**src/rtl/cnn_pkg.sv**
```systemverilog
// Shared types and constants for the CNN block engines.
// Holds the pooling FSM state encoding and the output-dimension helper.
package cnn_pkg;

   typedef enum logic [2:0] {
      IDLE  = 3'd0,
      READ  = 3'd1,
      DRAIN = 3'd2,
      EMIT  = 3'd3,
      FLUSH = 3'd4,
      DONE  = 3'd5
   } pool_state_t;

   // Valid (unpadded) pooling output size along one axis.
   function automatic int OUT_DIM(input int in, input int pool, input int stride);
      return (in - pool) / stride + 1;
   endfunction

endpackage

```
**src/rtl/pool_accumulator.sv**
```systemverilog
// Per-window max / sum accumulator with average division on the output side.
// The first element of a window seeds the accumulator in both modes.
module pool_accumulator
   import cnn_pkg::*;
#(
   parameter int BIT_WIDTH = 16,
   parameter int POOL_SIZE = 3
) (
   input  logic                        clk,
   input  logic                        rst_n,
   input  logic                        en,
   input  logic                        first,
   input  logic                        avg,
   input  logic signed [BIT_WIDTH-1:0] din,
   output logic signed [BIT_WIDTH-1:0] result
);

   localparam int ACC_W = BIT_WIDTH + $clog2(POOL_SIZE * POOL_SIZE);
   localparam logic signed [ACC_W-1:0] DIV = ACC_W'(POOL_SIZE * POOL_SIZE);

   logic signed [ACC_W-1:0] acc;
   logic signed [ACC_W-1:0] din_ext;
   logic signed [ACC_W-1:0] quo;

   assign din_ext = din;
   // Signed division truncates toward zero, which is the required rounding.
   assign quo     = acc / DIV;
   assign result  = avg ? quo[BIT_WIDTH-1:0] : acc[BIT_WIDTH-1:0];

   always_ff @(posedge clk or negedge rst_n) begin
      if (!rst_n) begin
         acc <= '0;
      end else if (en) begin
         if (first)
            acc <= din_ext;
         else if (avg)
            acc <= acc + din_ext;
         else if (din_ext > acc)
            acc <= din_ext;
      end
   end

endmodule

```
**src/rtl/pool2d_engine.sv**
```systemverilog
// 2-D max/average pooling engine: walks every window of a CHW feature map in
// word-packed RAM, reduces it, and packs results into output RAM words.
module pool2d_engine
   import cnn_pkg::*;
#(
   parameter int INPUT_X              = 128,
   parameter int INPUT_Y              = 128,
   parameter int CHANNELS             = 4,
   parameter int POOL_SIZE            = 3,
   parameter int STRIDE               = 3,
   parameter int BIT_WIDTH            = 16,
   parameter int RAM_WIDTH_MULTIPLIER = 2,
   localparam int M         = RAM_WIDTH_MULTIPLIER,
   localparam int OX        = OUT_DIM(INPUT_X, POOL_SIZE, STRIDE),
   localparam int OY        = OUT_DIM(INPUT_Y, POOL_SIZE, STRIDE),
   localparam int IN_WORDS  = (CHANNELS * INPUT_X * INPUT_Y + M - 1) / M,
   localparam int OUT_WORDS = (CHANNELS * OX * OY + M - 1) / M,
   localparam int AW_RD     = (IN_WORDS > 1) ? $clog2(IN_WORDS) : 1,
   localparam int AW_WR     = (OUT_WORDS > 1) ? $clog2(OUT_WORDS) : 1,
   localparam int DW        = BIT_WIDTH * M
) (
   input  logic             clk,
   input  logic             rst_n,
   input  logic             start,
   input  logic             avg_mode,
   output logic             rd_en,
   output logic [AW_RD-1:0] addr_rd,
   input  logic [DW-1:0]    data_rd,
   output logic             wren,
   output logic [AW_WR-1:0] addr_wr,
   output logic [DW-1:0]    data_wr,
   output logic             busy,
   output logic             done
);

   localparam int LW = (M > 1) ? $clog2(M) : 1;

   pool_state_t state, nxt;
   int kx, ky, ox, oy, ch, cnt, idx;
   logic avg_q, rd_q, first_q, last_rd, last_win;
   logic [LW-1:0] lane_q;
   logic [M-1:0][BIT_WIDTH-1:0] rd_lanes, pack, pack_nxt;
   logic signed [BIT_WIDTH-1:0] din, result;

   assign last_rd  = (kx == POOL_SIZE - 1) && (ky == POOL_SIZE - 1);
   assign last_win = (ox == OX - 1) && (oy == OY - 1) && (ch == CHANNELS - 1);

   always_comb begin
      nxt = state;
      case (state)
         IDLE:    if (start) nxt = READ;
         READ:    if (last_rd) nxt = DRAIN;
         DRAIN:   nxt = EMIT;
         EMIT:    nxt = last_win ? FLUSH : READ;
         FLUSH:   nxt = DONE;
         DONE:    nxt = IDLE;
         default: nxt = IDLE;
      endcase
   end

   assign idx     = ch * INPUT_X * INPUT_Y + (oy * STRIDE + ky) * INPUT_X + ox * STRIDE + kx;
   assign rd_en   = (state == READ);
   assign addr_rd = rd_en ? AW_RD'(idx / M) : '0;
   assign busy    = state inside {READ, DRAIN, EMIT, FLUSH};
   assign done    = (state == DONE);

   assign rd_lanes = data_rd;
   assign din      = rd_lanes[lane_q];

   always_comb begin
      pack_nxt = pack;
      pack_nxt[LW'(cnt)] = result;
   end

   pool_accumulator #(.BIT_WIDTH(BIT_WIDTH), .POOL_SIZE(POOL_SIZE)) u_acc (
      .clk    (clk),
      .rst_n  (rst_n),
      .en     (rd_q),
      .first  (first_q),
      .avg    (avg_q),
      .din    (din),
      .result (result)
   );

   always_ff @(posedge clk or negedge rst_n) begin
      if (!rst_n) begin
         state   <= IDLE;
         kx      <= 0;
         ky      <= 0;
         ox      <= 0;
         oy      <= 0;
         ch      <= 0;
         cnt     <= 0;
         avg_q   <= 1'b0;
         rd_q    <= 1'b0;
         first_q <= 1'b0;
         lane_q  <= '0;
         pack    <= '0;
         wren    <= 1'b0;
         addr_wr <= '0;
         data_wr <= '0;
      end else begin
         state   <= nxt;
         rd_q    <= rd_en;
         first_q <= rd_en && (kx == 0) && (ky == 0);
         lane_q  <= LW'(idx % M);
         wren    <= 1'b0;
         // Address advances on the cycle after each write pulse.
         if (wren) addr_wr <= addr_wr + AW_WR'(1);
         case (state)
            IDLE: if (start) begin
               avg_q   <= avg_mode;
               addr_wr <= '0;
            end
            READ: begin
               if (kx == POOL_SIZE - 1) begin
                  kx <= 0;
                  ky <= (ky == POOL_SIZE - 1) ? 0 : ky + 1;
               end else begin
                  kx <= kx + 1;
               end
            end
            EMIT: begin
               if (cnt == M - 1) begin
                  wren    <= 1'b1;
                  data_wr <= pack_nxt;
                  pack    <= '0;
                  cnt     <= 0;
               end else begin
                  pack <= pack_nxt;
                  cnt  <= cnt + 1;
               end
               if (last_win) begin
                  ox <= 0;
                  oy <= 0;
                  ch <= 0;
               end else if (ox == OX - 1) begin
                  ox <= 0;
                  if (oy == OY - 1) begin
                     oy <= 0;
                     ch <= ch + 1;
                  end else begin
                     oy <= oy + 1;
                  end
               end else begin
                  ox <= ox + 1;
               end
            end
            FLUSH: if (cnt != 0) begin
               wren    <= 1'b1;
               data_wr <= pack;
               pack    <= '0;
               cnt     <= 0;
            end
            default: ;
         endcase
      end
   end

endmodule

```
**config.mk**
```make
export PLATFORM = sky130hd
export DESIGN_NAME = pool2d_engine
export DESIGN_NICKNAME = d
export VERILOG_FILES = /design/src/rtl/cnn_pkg.sv /design/src/rtl/pool_accumulator.sv /design/src/rtl/pool2d_engine.sv
export SDC_FILE = /design/constraint.sdc
export NUM_CORES = 1
export LEC_CHECK = 0
export CAP_MARGIN = 25
export CORE_MARGIN = 4
export CORE_UTILIZATION = 40
export DETAILED_ROUTE_END_ITERATION = 8
export DONT_BUFFER_PORTS = 1
export GPL_TIMING_DRIVEN = 1
export SYNTH_ARGS = -nofsm -noshare
export SYNTH_HDL_FRONTEND = slang
export SYNTH_HIERARCHICAL = 1
export SYNTH_SLANG_ARGS = --single-unit
```
**constraint.sdc**
```tcl
create_clock -name clk -period 18.8 [get_ports clk]
set_clock_uncertainty 0.15 [all_clocks]
set_input_delay 3.76 -clock clk [delete_from_list [all_inputs] [get_ports clk]]
set_output_delay 3.76 -clock clk [all_outputs]
set_load 0.02 [all_outputs]
```
* Word level (Yosys, flattened, before mapping)
Cells that the tools add are included.
Storage, ports and cells: flip-flop bits (word level) 296, input bits 36, output and inout port bits 63, logic and storage cells 114
Cells by class: add/sub/neg operators 13, multiply operators 2, div/mod/pow operators 1, $lt $le $gt $ge 4, equal/unequal tests 15, muxes and demuxes 38, bitwise operators 1, reduce and logical (&&, ||, !) cells 23
Operators with widths (count):
- two-way mux 32 bit | 15
- adder 32 x 2 -> 32 bit (second input constant) | 6
- case mux 32 bit (2 select lines) | 3
- adder 32 bit | 3
- equality test 32 x 3 -> 1 bit (second input constant) | 3
- equality test 32 x 7 -> 1 bit (second input constant) | 2
- zero test 32 bit | 2
- two-way mux 16 bit | 4
- two-way mux 20 bit | 3
- two-way mux 12 bit | 3
- bitwise mux 32 bit | 1
- equality test 32 x 2 -> 1 bit (second input constant) | 1
- multiplier 32 x 3 -> 25 bit (second input constant) | 1
- multiplier 32 x 3 -> 32 bit (second input constant) | 1
- nonzero test 32 bit | 1
- adder 25 bit | 1
- adder 20 x 16 -> 20 bit | 1
- divider 20 x 5 -> 20 bit (second input constant) | 1
- > comparator 16 x 20 -> 1 bit | 1
- demux 16 bit (select 1 bit) | 1
- adder 15 x 1 -> 15 bit | 1
- two-way mux 15 bit | 1
- case mux 3 bit (5 select lines) | 1
- adder 12 x 1 -> 12 bit (second input constant) | 1
- other kinds (19) | 39

* Longest topological paths before layout
word-level depth 8, mapped depth 45, gate-level depth less buffers 41

* By module
The synthesis kept the hierarchy.
By module, submodules not included:
- pool2d_engine | times used 1, cells an instance 2005, area each 19251.0 um^2
- pool_accumulator | times used 1, cells an instance 797, area each 5750.5 um^2

* Least setup slack after synthesis
OpenSTA, ideal clock, no wires.
kind register -> output, from register oy[0] (netlist bit), to output port addr_rd[12], arrival time 7.542 ns, data required time 14.890 ns, path slack 7.348 ns, cell stages (with the launch flop) 34, cell sequence dfrtp_1 > ha_1 > inv_1 > fa_1 > fa_1 > nor2b_1 > o21ai_1 > a21o_1 > a2111oi_4 > a2111oi_1 > nor2_2 > mux2i_1 > a2111oi_0 > fa_1 > inv_1 > fa_1 > inv_1 > fa_1 > inv_1 > ha_1 > a21o_1 > a21o_1 > a21oi_1 > o21ai_0 > a221oi_1 > xnor2_1 > xor2_1 > and2_1 > ha_1 > ha_1 > nor3b_1 > nand4_1 > xor2_1 > nor2_1
On the way: word-level cells in the longest chain between the ends 8
Ends and longest elaborated chain:
- from (decl) | line pool2d_engine.sv:39 | int kx, ky, ox, oy, ch, cnt, idx;
- from (signal assigned) | line pool2d_engine.sv:143 | oy <= oy + 1;
- multiplier 32 x 3 -> 25 bit (*) | line pool2d_engine.sv:61 | assign idx = ch * INPUT_X * INPUT_Y + (oy * STRIDE + ky) * INPUT_X + ox * STRIDE + kx;
- adder 25 bit (*) | line pool2d_engine.sv:61
- adder 32 bit (*) (3 in series) | line pool2d_engine.sv:61
- AND 1 bit (no line)
- adder 15 x 1 -> 15 bit (no line) (*)
- two-way mux 15 bit (*) | line pool2d_engine.sv:63 | assign addr_rd = rd_en ? AW_RD'(idx / M) : '0;
- to (decl) | line pool2d_engine.sv:27 | output logic [AW_RD-1:0] addr_rd,
Every way passes the cells marked *; elsewhere a longest branch is shown, timed or not.

* Final worst setup path
Same ends and word-level chain as after synthesis.

==> results list <==
- In the final timing run, aggregate negative setup slack is 0 ns.
* Clock tree from TritonCTS: done
- Synthesized flop and latch total: about 300
- The clock passes through at most 3 buffers.
- Arrival time at the worst endpoint: about 9.3 ns
* Slowest Stage Delay on Critical Path: ~0.56 ns
* Crit path kind: reg2out
- Most area-hungry cell type in the Yosys netlist: sky130_fd_sc_hd__dfrtp_1
* Maximum number of pins on one net before global-route repair: roughly 300
* Master of the slowest instance on the critical path: sky130_fd_sc_hd__fa_1
* Synthesized netlist net count: between 3k and 4k
- STA classifies the critical path startpoint as a flip-flop.
* Die Width: between 200 and 300 um
- Outcome: finished, final reports clean
* Post-detailed-route via-to-cell ratio: between 5 and 6
* Iteration-0 DRC count of the detailed router: 1,672
* Main area contributors after synthesis: sky130_fd_sc_hd__dfrtp_1 30%, sky130_fd_sc_hd__ha_1 10%, sky130_fd_sc_hd__fa_1 7.5%, sky130_fd_sc_hd__xnor2_1 6.6%, sky130_fd_sc_hd__inv_1 4.5%
- In this run, distinct cell masters in the synthesized netlist total 123.
* Core footprint: 61,830 um^2
- At the pin with the least slew margin, the transition time is ~1.0 ns.
* Worst hold-check slack: between 0.3 and 0.4 ns
- Area growth from synthesis to layout: 9.158%
- The tool flagged a number of max-cap violations equal to 0.
- Tracing the worst setup path back leads to its startpoint at oy[0]$_DFFE_PN0P_.
- The first global-routing pass estimated 108.7 mm of wire.
* Vertical extent of the die: around 260 um
* Data required time at the worst endpoint: approximately 15 ns
* RSZ-0062 raised after global routing: no
- In this run, post-CTS hold repair placed 0 buffers.
- The final hold violation count came to 0.
- Remaining Overflow, GRT: 0
* Cell area after synthesis: approximately 25,000 um^2
- Root Buffer Master: sky130_fd_sc_hd__clkbuf_16
* Antenna violations before repair: 2
- In the final design database the tool counted ~3.1k nets.
- Final-layout fill cell count: 6,002
- Fmax: approximately 76 MHz
- The via count of the first global-routing pass came to ~20k.
* Post-synth top area share: 29.63%
* Total Die Area: 66,570 um^2
- The floorplan has 91 rows.
- The tightest min-delay check is of the reg2reg type.
- Fraction of final layout cells with drive strength greater than 1: between 7 and 8%
* Wire length after detailed routing: between 60 and 70 mm
- After detailed routing, the number of remaining DRC violations is 0.
* Prevailing post-synth register cell: sky130_fd_sc_hd__dfrtp_1
- Final critical path time including I/O delays and setup: 13.22 ns
- The first detailed-routing pass took 5 iterations.
- Via Count: 20.57k
- After technology mapping, the gate count stands at about 2.8k.
* Finished Layout Cells: approximately 3.7k
* Register-to-register setup slack: just over 6 ns
- Counting stages on the worst path, the most repeated cell is sky130_fd_sc_hd__fa_1.
- Critical register-to-register path endpoint: data_wr[12]$_DFFE_PN0P_
- Global routing used 19.78% of the available tracks across all layers.
- Logic depth of the worst register-to-register path: between 40 and 50
- Post-route clock period utilization: 70.30%
- Number of port buffers: 0
* Clock net sink count: between 200 and 300
* Count of pins on the block boundary: around 100
- FF-to-FF Start: u_acc/acc[0]$_DFFE_PN0P_
- The number of setup buffers added after CTS is 0.
- In the final routed layout, each cell accounts on average for roughly 18 um.
- Cts bufs inserted: 38
* Crit path capture type: primary output
- Number of synthesis warnings: 6
- Routability-driven placement finished with a final weighted congestion of around 0.93.
- Post-CTS Resized: 0
* Count of flip-flops with a built-in enable after synthesis: 0
- The count of nets left with antenna violations once routing finished came out at 0.
- Max-slew violations: 0
- Detailed Place HPWL: ~51 mm
- Once the floorplan was initialized, standard cells occupied between 40% and 50% of the core.
- Worst-path maximum fanout: 10
- Ys async rst share: 100.0%
- The clock tree synthesis step divided the H-tree into 2 levels.
- For this run, the share of the core covered by cells in the final layout is 44.14%.
* Clk Latency, worst-skew pair: ~0.57 ns
* Clock-pin slew reported for the worst setup and hold paths after clock tree synthesis: 0.06 ns
- Instance count after placement with tap cells included: between 3k and 4k
- Setup violations remaining at the end of the flow were counted as 0.
- Syn avg cell area: roughly 8.9 um^2
- In this run the tightest slew margin relative to its limit is around a third.
- Capturing instance or port of the critical path: addr_rd[12]
- After synthesis, flip-flops and latches occupy about 30% of the total area.
-- registers in the layout, indices dropped and copies added (netlist names) --
| signal | flops |
|---|---|
| u_acc/acc | 20 |
| cnt | 32 |
| first_q | 1 |
| ky | 32 |
| state | 3 |
| oy | 32 |
| pack | 32 |
| kx | 32 |
| wren | 1 |
| avg_q | 1 |
| rd_q | 1 |
| ox | 32 |
| ch | 32 |
| data_wr | 32 |
| lane_q | 1 |
| addr_wr | 12 |
-- kinds of logic after synthesis --
family / count (synthesis) / share of synthesized area (%)
AOI/OAI and AO/OA: 548 / 15.09
xor gates and xnor gates: 258 / 9.128
adders and majority gates: 303 / 17.99
buffers and inverters: 365 / 5.695
DFF: 296 / 29.63
muxes: 58 / 2.482
and+or+nand+nor: 974 / 19.99
-- worst min-delay path by stage --
stage                     slack (ns)            startpoint                       to  cells past startpoint
final                           0.31  pack[22]$_DFFE_PN0P_  data_wr[22]$_DFFE_PN0P_                      2
after global routing            0.33    ky[31]$_DFFE_PN0P_       ky[31]$_DFFE_PN0P_                      1
after CTS                       0.31  pack[22]$_DFFE_PN0P_  data_wr[22]$_DFFE_PN0P_                      2
after detailed placement        0.30  pack[27]$_DFFE_PN0P_  data_wr[27]$_DFFE_PN0P_                      2
after global placement          0.30  pack[31]$_DFFE_PN0P_  data_wr[31]$_DFFE_PN0P_                      2
after floorplan                 0.29    oy[31]$_DFFE_PN0P_       oy[31]$_DFFE_PN0P_                      1
-- per-stage QoR --
step | area [um^2] | setup WS (ns)
global route | 27290 | 4.958
finish | 27290 | 5.584
detailed placement | 25910 | 6.166
CTS | 27290 | 5.467
floorplan | 25000 | 7.348
global placement | 25870 | 6.268
-- cells in the final DEF (no fill, tap or decap), types with 25 or more instances in the layout --
cell type and count:
sky130_fd_sc_hd__clkbuf_16 38, sky130_fd_sc_hd__ha_1 209, sky130_fd_sc_hd__and3_1 37, sky130_fd_sc_hd__nand4_1 64
sky130_fd_sc_hd__nand2_1 280, sky130_fd_sc_hd__fa_1 94, sky130_fd_sc_hd__nor4_1 48, sky130_fd_sc_hd__nor2_1 206
sky130_fd_sc_hd__inv_1 300, sky130_fd_sc_hd__mux2_2 25, sky130_fd_sc_hd__and2_1 33, sky130_fd_sc_hd__a21oi_1 95
sky130_fd_sc_hd__xnor2_1 188, sky130_fd_sc_hd__o21ai_0 165, sky130_fd_sc_hd__dfrtp_1 296, sky130_fd_sc_hd__nor3_1 54
sky130_fd_sc_hd__nand3_1 94, sky130_fd_sc_hd__xor2_1 67, sky130_fd_sc_hd__mux2i_1 31, sky130_fd_sc_hd__o211ai_1 28
-- critical path: cells and delay by family, from the launching register on --
kind / cells / cell delay (ns)
and+or+nand+nor: 10 / 2.68
adders and majority gates: 9 / 3.56
DFF: 1 / 0.54
xor gates and xnor gates: 3 / 0.74
buffers and inverters: 2 / 0.17
AOI/OAI and AO/OA: 5 / 1.06
-- routing by layer --
metal,wire length [um],vias up,global-route usage (%)
met5,0,-,0
met4,2041,0,6.481
met3,3462,116,3.099
met2,31350,576,32.75
met1,30140,10066,26.58
li1,-,9808,-
-- cell usage after synthesis (6+ instances only) --
library cell and count:
sky130_fd_sc_hd__nand3_1 94, sky130_fd_sc_hd__fa_1 94, sky130_fd_sc_hd__a21oi_1 96, sky130_fd_sc_hd__a211oi_1 14, sky130_fd_sc_hd__o31ai_1 19, sky130_fd_sc_hd__o21a_1 14
sky130_fd_sc_hd__nor2b_1 9, sky130_fd_sc_hd__xnor2_1 188, sky130_fd_sc_hd__or2_2 8, sky130_fd_sc_hd__o41ai_1 8, sky130_fd_sc_hd__a31oi_1 19, sky130_fd_sc_hd__nand2b_1 15
sky130_fd_sc_hd__and4_1 22, sky130_fd_sc_hd__a211o_1 6, sky130_fd_sc_hd__dfrtp_1 296, sky130_fd_sc_hd__or4_1 6, sky130_fd_sc_hd__nand4_1 64, sky130_fd_sc_hd__nand2_1 280
sky130_fd_sc_hd__and3_1 37, sky130_fd_sc_hd__a221oi_1 6, sky130_fd_sc_hd__a22o_1 19, sky130_fd_sc_hd__a311oi_1 7, sky130_fd_sc_hd__o21ai_0 165, sky130_fd_sc_hd__xor2_1 67
sky130_fd_sc_hd__inv_1 300, sky130_fd_sc_hd__mux2i_1 31, sky130_fd_sc_hd__o211ai_1 28, sky130_fd_sc_hd__mux2_2 25, sky130_fd_sc_hd__and2_1 33, sky130_fd_sc_hd__o221ai_1 6
sky130_fd_sc_hd__clkbuf_1 48, sky130_fd_sc_hd__nor3_1 54, sky130_fd_sc_hd__nor2_1 207, sky130_fd_sc_hd__o22ai_1 12, sky130_fd_sc_hd__or3_1 20, sky130_fd_sc_hd__ha_1 209
sky130_fd_sc_hd__a21o_1 23, sky130_fd_sc_hd__o21bai_1 12, sky130_fd_sc_hd__nor2_2 12, sky130_fd_sc_hd__o21ai_1 7, sky130_fd_sc_hd__nor4_1 50
-- final cells by class --
type	count	area, um^2	area share (%)
multi-input combinational	2141	16200	59.35
sequential	296	7407	27.14
inverter	303	1140	4.177
clock buffer	48	1069	3.915
tap	837	1047	3.837
clock inverter	21	309.0	1.132
timing repair buffer	14	120.1	0.4401
antenna	1	2.502	0.009169
Power is not shown: default switching activity piles up to over one toggle a cycle in this logic, so the estimate is an artifact.
